File: src/rtl/serdesphy_ana_cdr_pi.sv
// Second-order bang-bang CDR: Alexander phase detector, PI loop filter driving
// the VCO control word, and a windowed lock detector with hysteresis and HOLD.
module serdesphy_ana_cdr_pi #(
  parameter int unsigned CTRL_W         = 8,
  parameter int unsigned INT_W          = 14,
  parameter int unsigned LOCK_WIN_LOG2  = 6,
  parameter int unsigned LOCK_THRESH    = 4,
  parameter int unsigned LOCK_WINDOWS   = 8,
  parameter int unsigned UNLOCK_WINDOWS = 2
) (
  input  logic              clk_240m_rx,
  input  logic              rst,
  input  logic              cdr_rst,
  input  logic              enable,
  input  logic [2:0]        cdr_gain,
  input  logic              cdr_fast_lock,
  input  logic              data_sample,
  input  logic              edge_sample,
  output logic [CTRL_W-1:0] vco_control,
  output logic              pd_up,
  output logic              pd_dn,
  output logic [INT_W-1:0]  integ_out,
  output logic [1:0]        cdr_state,
  output logic              cdr_lock
);

  localparam int unsigned CNT_W  = LOCK_WIN_LOG2 + 1;
  localparam int unsigned GOOD_W = $clog2(LOCK_WINDOWS + 1);
  localparam int unsigned UNL_W  = $clog2(UNLOCK_WINDOWS + 1);
  localparam int unsigned SUM_W  = CTRL_W + 3;
  localparam int unsigned SH     = INT_W - CTRL_W;
  localparam logic [SUM_W-1:0] MID = SUM_W'(2 ** (CTRL_W - 1));

  typedef enum logic [1:0] {
    ST_IDLE   = 2'd0,
    ST_ACQ    = 2'd1,
    ST_LOCKED = 2'd2,
    ST_HOLD   = 2'd3
  } state_e;

  state_e                    state_q, state_d;
  logic                      lock_q, lock_d;
  logic                      d_prev_q;
  logic                      pd_up_q, pd_up_d, pd_dn_q, pd_dn_d;
  logic [INT_W-1:0]          integ_q, integ_d;
  logic [CTRL_W-1:0]         vco_q, vco_d;
  logic [LOCK_WIN_LOG2-1:0]  win_q, win_d;
  logic [CNT_W-1:0]          ups_q, ups_d, dns_q, dns_d, trans_q, trans_d;
  logic [GOOD_W-1:0]         good_q, good_d;
  logic [UNL_W-1:0]          bad_q, bad_d, empty_q, empty_d;

  logic             trans_c, win_end_c, empty_c, good_c, bad_c, fast_c;
  logic [CNT_W-1:0] ups_tot_c, dns_tot_c, trans_tot_c, diff_c;
  logic [3:0]       kp_sum_c;
  logic [2:0]       kp_c;
  logic [INT_W:0]   integ_ext_c, step_c, integ_sum_c;
  logic [SUM_W-1:0] integ_term_c, prop_mag_c, prop_c, vco_sum_c;

  function automatic logic [CNT_W-1:0] sat_inc(input logic [CNT_W-1:0] v, input logic inc);
    sat_inc = (inc && (v != '1)) ? v + CNT_W'(1) : v;
  endfunction

  // Phase detector decisions and per-window statistics
  always_comb begin
    trans_c     = d_prev_q ^ data_sample;
    pd_up_d     = trans_c & (edge_sample == data_sample);
    pd_dn_d     = trans_c & (edge_sample == d_prev_q);
    ups_tot_c   = sat_inc(ups_q, pd_up_d);
    dns_tot_c   = sat_inc(dns_q, pd_dn_d);
    trans_tot_c = sat_inc(trans_q, trans_c);
    diff_c      = (ups_tot_c >= dns_tot_c) ? ups_tot_c - dns_tot_c : dns_tot_c - ups_tot_c;
    win_end_c   = (win_q == '1);
    empty_c     = (trans_tot_c == '0);
    good_c      = !empty_c && (32'(diff_c) <= LOCK_THRESH);
    bad_c       = !empty_c && !good_c;
    win_d       = win_q + LOCK_WIN_LOG2'(1);
    ups_d       = win_end_c ? '0 : ups_tot_c;
    dns_d       = win_end_c ? '0 : dns_tot_c;
    trans_d     = win_end_c ? '0 : trans_tot_c;
  end

  // Lock FSM: window verdicts move between acquire, locked and hold
  always_comb begin
    state_d = state_q;
    good_d  = good_q;
    bad_d   = bad_q;
    empty_d = empty_q;
    case (state_q)
      ST_IDLE: state_d = ST_ACQ;
      ST_ACQ: if (win_end_c) begin
        if (good_c) begin
          if (32'(good_q) + 32'd1 >= LOCK_WINDOWS) begin
            state_d = ST_LOCKED;
            good_d  = '0;
            bad_d   = '0;
          end else begin
            good_d = good_q + GOOD_W'(1);
          end
        end else begin
          good_d = '0;
        end
      end
      ST_LOCKED: if (win_end_c) begin
        if (empty_c) begin
          state_d = ST_HOLD;
          bad_d   = '0;
          empty_d = '0;
        end else if (good_c) begin
          bad_d = '0;
        end else if (32'(bad_q) + 32'd1 >= UNLOCK_WINDOWS) begin
          state_d = ST_ACQ;
          bad_d   = '0;
          good_d  = '0;
        end else begin
          bad_d = bad_q + UNL_W'(1);
        end
      end
      ST_HOLD: if (win_end_c) begin
        if (good_c) begin
          state_d = ST_LOCKED;
          empty_d = '0;
          bad_d   = '0;
        end else if (bad_c) begin
          state_d = ST_ACQ;
          empty_d = '0;
          good_d  = '0;
        end else if (32'(empty_q) + 32'd1 >= UNLOCK_WINDOWS) begin
          state_d = ST_ACQ;
          empty_d = '0;
          good_d  = '0;
        end else begin
          empty_d = empty_q + UNL_W'(1);
        end
      end
      default: state_d = ST_IDLE;
    endcase
    lock_d = (state_d == ST_LOCKED) || (state_d == ST_HOLD);
  end

  // PI loop filter on the registered phase decision
  always_comb begin
    fast_c       = (state_q == ST_ACQ) && cdr_fast_lock;
    kp_sum_c     = {1'b0, cdr_gain} + {3'b000, fast_c};
    kp_c         = (kp_sum_c > 4'd7) ? 3'd7 : kp_sum_c[2:0];
    step_c       = fast_c ? (INT_W+1)'(4) : (INT_W+1)'(1);
    integ_ext_c  = {integ_q[INT_W-1], integ_q};
    integ_sum_c  = integ_ext_c;
    if (pd_up_q)      integ_sum_c = integ_ext_c + step_c;
    else if (pd_dn_q) integ_sum_c = integ_ext_c - step_c;
    integ_d = integ_sum_c[INT_W-1:0];
    if (integ_sum_c[INT_W] != integ_sum_c[INT_W-1])
      integ_d = integ_sum_c[INT_W] ? {1'b1, {(INT_W-1){1'b0}}} : {1'b0, {(INT_W-1){1'b1}}};
    prop_mag_c = SUM_W'(1) << kp_c;
    prop_c     = '0;
    if (pd_up_q)      prop_c = prop_mag_c;
    else if (pd_dn_q) prop_c = -prop_mag_c;
    if (state_q == ST_HOLD) begin
      integ_d = integ_q;
      prop_c  = '0;
    end
    integ_term_c = {{3{integ_q[INT_W-1]}}, integ_q[INT_W-1:SH]};
    vco_sum_c    = MID + integ_term_c + prop_c;
    if (vco_sum_c[SUM_W-1])               vco_d = '0;
    else if (vco_sum_c[SUM_W-2:CTRL_W] != '0) vco_d = '1;
    else                                  vco_d = vco_sum_c[CTRL_W-1:0];
  end

  // State registers; reset and disable both return the loop to mid-scale IDLE
  always_ff @(posedge clk_240m_rx) begin
    if (rst || cdr_rst || !enable) begin
      state_q <= ST_IDLE;
      lock_q  <= 1'b0;
      pd_up_q <= 1'b0;
      pd_dn_q <= 1'b0;
      integ_q <= '0;
      vco_q   <= CTRL_W'(MID);
      win_q   <= '0;
      ups_q   <= '0;
      dns_q   <= '0;
      trans_q <= '0;
      good_q  <= '0;
      bad_q   <= '0;
      empty_q <= '0;
      if (rst || cdr_rst) d_prev_q <= 1'b0;
    end else begin
      state_q  <= state_d;
      lock_q   <= lock_d;
      pd_up_q  <= pd_up_d;
      pd_dn_q  <= pd_dn_d;
      integ_q  <= integ_d;
      vco_q    <= vco_d;
      win_q    <= win_d;
      ups_q    <= ups_d;
      dns_q    <= dns_d;
      trans_q  <= trans_d;
      good_q   <= good_d;
      bad_q    <= bad_d;
      empty_q  <= empty_d;
      d_prev_q <= data_sample;
    end
  end

  assign vco_control = vco_q;
  assign pd_up       = pd_up_q;
  assign pd_dn       = pd_dn_q;
  assign integ_out   = integ_q;
  assign cdr_state   = state_q;
  assign cdr_lock    = lock_q;

endmodule

File: config.mk
export PLATFORM = sky130hd
export DESIGN_NAME = serdesphy_ana_cdr_pi
export DESIGN_NICKNAME = d
export VERILOG_FILES = /design/src/rtl/serdesphy_ana_cdr_pi.sv
export SDC_FILE = /design/constraint.sdc
export NUM_CORES = 1
export LEC_CHECK = 0
export CORE_MARGIN = 4
export CORE_UTILIZATION = 30
export CTS_BUF_LIST = sky130_fd_sc_hd__clkbuf_4 sky130_fd_sc_hd__clkbuf_8 sky130_fd_sc_hd__clkbuf_16
export DETAILED_ROUTE_END_ITERATION = 16
export GPL_ROUTABILITY_DRIVEN = 0
export PLACE_DENSITY_LB_ADDON = 0.05
export SYNTH_ARGS = -nofsm -noshare
export SYNTH_HDL_FRONTEND = slang
export SYNTH_SLANG_ARGS = --single-unit
File: constraint.sdc
create_clock -name clk_240m_rx -period 5.01 [get_ports clk_240m_rx]
set_input_delay 1.002 -clock clk_240m_rx [delete_from_list [all_inputs] [get_ports clk_240m_rx]]
set_output_delay 1.002 -clock clk_240m_rx [all_outputs]
set_load 0.05 [all_outputs]
==> results of run 1 <==
[kinds of logic after synthesis]
group                    after synthesis  synth area share (%)
multiplexers                           9                  1.99
AO/OA/AOI/OAI                        185                  24.6
buffers and inverters                 65                  5.44
XOR/XNOR                              32                  6.65
adder cells (fa/ha/maj)               37                  9.79
flip-flops                            62                  26.2
AND/OR/NAND/NOR                      246                  25.3
[power by group]
group | internal [uW] | switching, uW | leakage (uW) | total, uW
logic | 73.3 | 98.5 | 0.00173 | 172
clock network | 386 | 241 | 0.000146 | 627
registers | 498 | 5.84 | 0.000503 | 504
[critical path, stage by stage]
cell and delay (ps):
clkdlybuf4s50_1 570, or3b_4 460, a21oi_1 270, mux2i_2 290
inv_1 80, ha_1 300, a22oi_1 340, xor2_1 110
or3_1 330, a2111oi_2 310, mux2i_1 130, buf_4 160
or4_1 510, nand3_1 90
[synth_stat cells (3+ instances only)]
master	n	area, sq um
nand3_1	32	160
nor4_1	4	25.0
nor3_1	14	70.1
nand4_1	10	62.6
o31ai_1	7	52.6
a32oi_1	4	35.0
and2_1	6	37.5
xnor2_2	3	48.8
a211o_1	3	26.3
and4_1	3	26.3
ha_1	35	438
and3_1	12	75.1
or3_1	7	43.8
nand2b_1	9	56.3
nor2_1	69	259
nor2b_1	10	62.6
a21oi_1	62	310
a22oi_1	3	22.5
a31oi_1	9	56.3
nand2_1	56	210
dfxtp_1	61	1220
mux2i_1	7	70.1
o21ai_0	39	195
a21o_1	10	75.1
inv_1	38	143
a211oi_1	9	67.6
xnor2_1	10	87.6
clkbuf_1	22	82.6
o21ai_1	6	30.0
xor2_1	17	149
or4_1	4	30.0
a2bb2oi_1	5	43.8
nand3b_1	3	22.5
[area by class of cell]
| cell class | instances | area [sq um] | share of cell area [%] |
|---|---|---|---|
| tap | 211 | 264 | 4.50 |
| multi-input combinational | 509 | 3280 | 55.9 |
| inverter | 38 | 143 | 2.43 |
| clock buffer | 9 | 225 | 3.84 |
| clock inverter | 7 | 73.8 | 1.26 |
| timing repair buffer | 72 | 631 | 10.8 |
| sequential | 62 | 1250 | 21.3 |
[what timing repair did]
item / in CTS / in global routing
hold buffers: 0 / 0
resized for setup: 0 / 3
setup endpoints to repair: 0 / 7
setup buffers: 0 / 0
[metrics by stage]
step | hold slack (ps) | cell area (sq um) | setup slack [ps] | utilization (%)
final | 461 | 5870 | 339 | 38.0
after global routing | 486 | 5870 | 19.1 | 38.0
after CTS | 460 | 5860 | 276 | 38.0
after detailed placement | 452 | 5560 | -77.2 | 36.1
after global placement | 442 | 5560 | 14.1 | 36.1
after floorplan | 430 | 4780 | 467 | -
[flip-flops by register name (all words and copies together) (netlist names)]
signal,flops
integ_out,14
vco_control,8
dns_q,7
trans_q,7
ups_q,7
win_q,6
good_q,4
bad_q,2
cdr_state,2
empty_q,2
d_prev_q,1
pd_dn,1
pd_up,1
[final timing paths]
path                                       end  cells after the start    startpoint  slack (ps)
worst max register to register  vco_control[6]                     22  cdr_state[1]        1010
worst min register to register      empty_q[0]                      2    empty_q[0]         460
worst min-delay path                empty_q[0]                      2    empty_q[0]         460
worst max-delay path                 good_q[2]                     14   data_sample         340
[layer usage]
metal  vias to the layer above  part of all wire (%)
li1                       2413                     -
met1                      2190                    47
met2                        74                    48
met3                        17                   3.5
met4                         0                   1.4
met5                         -                     0
==> qor.yml, run 1 <==
grt_use_total_pct: 15.1
clk_pin_slew_ps: 50
netlist-cell-type-count: 69
grt_max_degree: 22
holdCritPathClass: "reg2reg"
drtIter0Drc: 270
ys_seq_elements: 62
grt.busiest_layer: "met2"
finalCriticalPeriod_ps: 4670
cts.sinks: 62
finClkSkew_ps: 5.18
row_count: 45
gr-total-overflow: 0
core_sq_um: 15400
rsz0062_at_grt: "false"
grt_pass1_vias: 4547
maxCapViolations: 0
maxSlewViolCount: 0
die_height_um: 134
maxClockFrequency_mhz: 214
globalRouteMet1Util_pct: 18.5
drt-total-wl_mm: 13.3
crit_type: "in2reg"
seq_area_frac_synth_pct: 26.2
crit_fanout: 8
diodes: 0
relSlewSlack_pct: 39.8
initial_utilization_pct: 31.0
peakVddDrop_uv: 154
nNetsFinal: 738
grt_pass1_wl_mm: 22.2
crit_required_ps: 5290
portBuffers: 36
cts_max_level: 3
dp_hpwl_mm: 10.3
grtUsageMet3_pct: 3.90
cts-buffers-inserted: 9
n_fill_cell: 1643
drive_gt1_share_pct: 10.2
synth_fp_nets: 682
avgRoutedWirePerCell_um: 14.7
arrival_ps: 4950
syn-cell-area_sq_um: 4780
setup_tns_ps: 0
crit_path_end_kind: "flop"
hold_viol: 0
syn_inst: 636
synth-edff-count: 1
avgViaCountPerCell: 5.17
layout_common_cells: "nor2_1, a21oi_1, dfxtp_1"
drc_errors: 0
worstMarginPinSlew_ps: 900
yosys_warnings: 0
worstSetupStartpointType: "primary input"
die_area_sq_um: 18000
antenna_found_initial: 0
cts_tree: "built"
pin_count: 37
met2_usage_pct: 26.6
p_per_area_nw_per_um2: 222
chipWidth_um: 134
fin_crit_sh_pct: 93.2
post_layout_nonfiller_instances: 908
clock_path_buffers: 2
synthFlopType: "dfxtp_1"
clock_latency_ps: 340
status: "complete, no violations"
syn_avg_cell_area_sq_um: 7.52
total_power_uw: 1300
final_common_cell: "nor2_1"
async_flop_share_pct: 0
vias: 4694
placedCellCount: 892
area_growth_syn_to_layout_pct: 22.7
setup_viol: 0
ant_nets: 0
root_buffer: "clkbuf_16"
leakage_uw: 0.00237
firstDrtPassIters: 4
(Power assumes the default switching activity.)
==> run 2, diff against run 1 <==
==> config.mk (replaced) <==
export PLATFORM = sky130hd
export DESIGN_NAME = serdesphy_ana_cdr_pi
export DESIGN_NICKNAME = d
export VERILOG_FILES = /design/src/rtl/serdesphy_ana_cdr_pi.sv
export SDC_FILE = /design/constraint.sdc
export NUM_CORES = 1
export LEC_CHECK = 0
export CAP_MARGIN = 10
export CORE_MARGIN = 4
export CORE_UTILIZATION = 30
export CTS_BUF_LIST = sky130_fd_sc_hd__clkbuf_2 sky130_fd_sc_hd__clkbuf_4 sky130_fd_sc_hd__clkbuf_8
export DETAILED_ROUTE_END_ITERATION = 16
export GPL_ROUTABILITY_DRIVEN = 0
export PLACE_DENSITY_LB_ADDON = 0.05
export SYNTH_ARGS = -nofsm -noshare
export SYNTH_HDL_FRONTEND = slang
export SYNTH_SLANG_ARGS = --single-unit
export TNS_END_PERCENT = 5
==> qor.yml, run 2 (synthesis results as in run 1) <==
crit_chain: "clkdlybuf4s50_1, or3b_4, a21oi_1, mux2i_2, inv_1, ha_1, a22oi_1, xor2_1, or3_1, a2111oi_2, mux2i_1, buf_4, or4_1, nand3_1"  # unchanged
worstMarginPinSlew_ps: 917  # was 900 ps
avgViaCountPerCell: 5.16  # was 5.17
status: "complete, no violations"  # unchanged
fin_crit_sh_pct: 92.9  # was 93.2%
wl_met2_mm: 6.49  # was 6.44 mm
pin_count: 37  # unchanged
nNetsFinal: 738  # unchanged
drive_gt1_share_pct: 10.2  # unchanged
placedCellCount: 892  # unchanged
grt_pass1_wl_mm: 22.1  # was 22.2 mm
cts_tree: "built"  # unchanged
layout.area.seq_sq_um: 1250  # unchanged
critical_path.slowest_cell: "clkdlybuf4s50_1"  # unchanged
ant_nets: 0  # unchanged
maxCapViolations: 0  # unchanged
multi_input_area_sq_um: 3280  # unchanged
largest_register_ffs: 14  # unchanged
area_growth_syn_to_layout_pct: 20.6  # was 22.7%
gr-total-overflow: 0  # unchanged
portBuffers: 36  # unchanged
maxClockFrequency_mhz: 215  # was 214 MHz
pre_cts_slack_ps: -77.2  # unchanged
hold_viol: 0  # unchanged
drt-total-wl_mm: 13.3  # about the same
arrival_ps: 4960  # was 4950 ps
crit_type: "in2reg"  # unchanged
dp_hpwl_mm: 10.3  # unchanged
finalCriticalPeriod_ps: 4660  # was 4670 ps
grt_max_degree: 22  # unchanged
holdCritPathClass: "reg2reg"  # unchanged
clk_pin_slew_ps: 70  # was 50 ps
drc_errors: 0  # unchanged
firstDrtPassIters: 4  # unchanged
clock_latency_ps: 360  # was 340 ps
post_cts_buffers: 0  # unchanged
setup_viol: 0  # unchanged
crit_required_ps: 5310  # was 5290 ps
grt_pass1_vias: 4555  # was 4547
core_sq_um: 15400  # unchanged
layout_common_cells: "nor2_1, a21oi_1, dfxtp_1"  # unchanged
worstSetupStartpointType: "primary input"  # unchanged
cts-buffers-inserted: 9  # unchanged
vias: 4681  # was 4694
antenna_found_initial: 0  # unchanged
relSlewSlack_pct: 38.7  # was 39.8%
maxSlewViolCount: 0  # unchanged
grt_use_total_pct: 15.1  # unchanged
p_per_area_nw_per_um2: 195  # was 222 nW/um^2
n_fill_cell: 1649  # was 1643
row_count: 45  # unchanged
wl_met1_mm: 6.10  # was 6.23 mm
drtIter0Drc: 304  # was 270
cts_max_level: 3  # unchanged
highest_layer: "met4"  # unchanged
finClkSkew_ps: 11.0  # was 5.18 ps
root_buffer: "clkbuf_8"  # was clkbuf_16
rsz0062_at_grt: "false"  # unchanged
route.met3.wl_um: 516  # was 462 um
diodes: 0  # unchanged
peakVddDrop_uv: 156  # was 154 uV
cts.sinks: 62  # unchanged
post_layout_nonfiller_instances: 908  # unchanged
crit_fanout: 8  # unchanged
initial_utilization_pct: 31.0  # unchanged
crit_path_end_kind: "flop"  # unchanged
avgRoutedWirePerCell_um: 14.6  # was 14.7 um
max_stage_delay_ps: 570  # about the same
chipWidth_um: 134  # unchanged
die_area_sq_um: 18000  # unchanged
die_height_um: 134  # unchanged
final_common_cell: "nor2_1"  # unchanged
leakage_uw: 0.00233  # was 0.00237 uW
setup_tns_ps: 0  # unchanged
clock_path_buffers: 2  # unchanged
setup_ws_ps: 354  # was 339 ps
==> run 2: final cells by class <==
class	instances	area share, %
timing repair buffer	72	10.9
tap	211	4.58
clock buffer	9	2.15
inverter	38	2.47
sequential	62	21.7
multi-input combinational	509	56.9
clock inverter	7	1.28
==> run 2: timing repair <==
item / CTS / global route
resized for setup: 0 / 3
hold buffers: 0 / 0
endpoints found under the setup margin: 0 / 7
==> run 2: layer usage <==
metal / track usage, % / vias up
met4: 4.69 / 0
met1: 18.5 / 2184
met5: 0 / -
met2: 26.5 / 72
met3: 3.34 / 10
li1: - / 2415
==> run 2: through the flow <==
step / power [uW] / area, sq um / util (%) / hold WS, ps
detailed placement: 687 / 5560 / 36.1 / 452
CTS: 1150 / 5760 / 37.3 / 463
floorplan: 623 / 4780 / - / 430
global placement: 686 / 5560 / 36.1 / 442
finish: 1130 / 5760 / 37.4 / 464
global route: 1190 / 5760 / 37.4 / 489
==> run 2: final timing paths <==
| path | from | end | slack, ps | depth (start not counted) |
|---|---|---|---|---|
| worst max-delay path | data_sample | good_q[2] | 350 | 14 |
| worst min-delay path | empty_q[0] | empty_q[0] | 460 | 2 |
| worst max register to register | d_prev_q | good_q[2] | 1020 | 13 |
| worst min register to register | empty_q[0] | empty_q[0] | 460 | 2 |
==> run 2: report_power, final <==
| group | leakage (uW) | switching, uW | internal (uW) |
|---|---|---|---|
| clock network | 0.0000996 | 221 | 231 |
| registers | 0.000503 | 5.82 | 497 |
| logic | 0.00173 | 98.9 | 73.4 |
| total | 0.00233 | 325 | 802 |
==> run 2: worst max-delay path: cells and delay by family <==
family                     cells  cell delay (ps)
xor gates and xnor gates       1              110
and+or+nand+nor                4             1390
AOI/OAI and AO/OA              3              940
buffers and inverters          3              810
muxes                          2              410
adders and majority gates      1              300
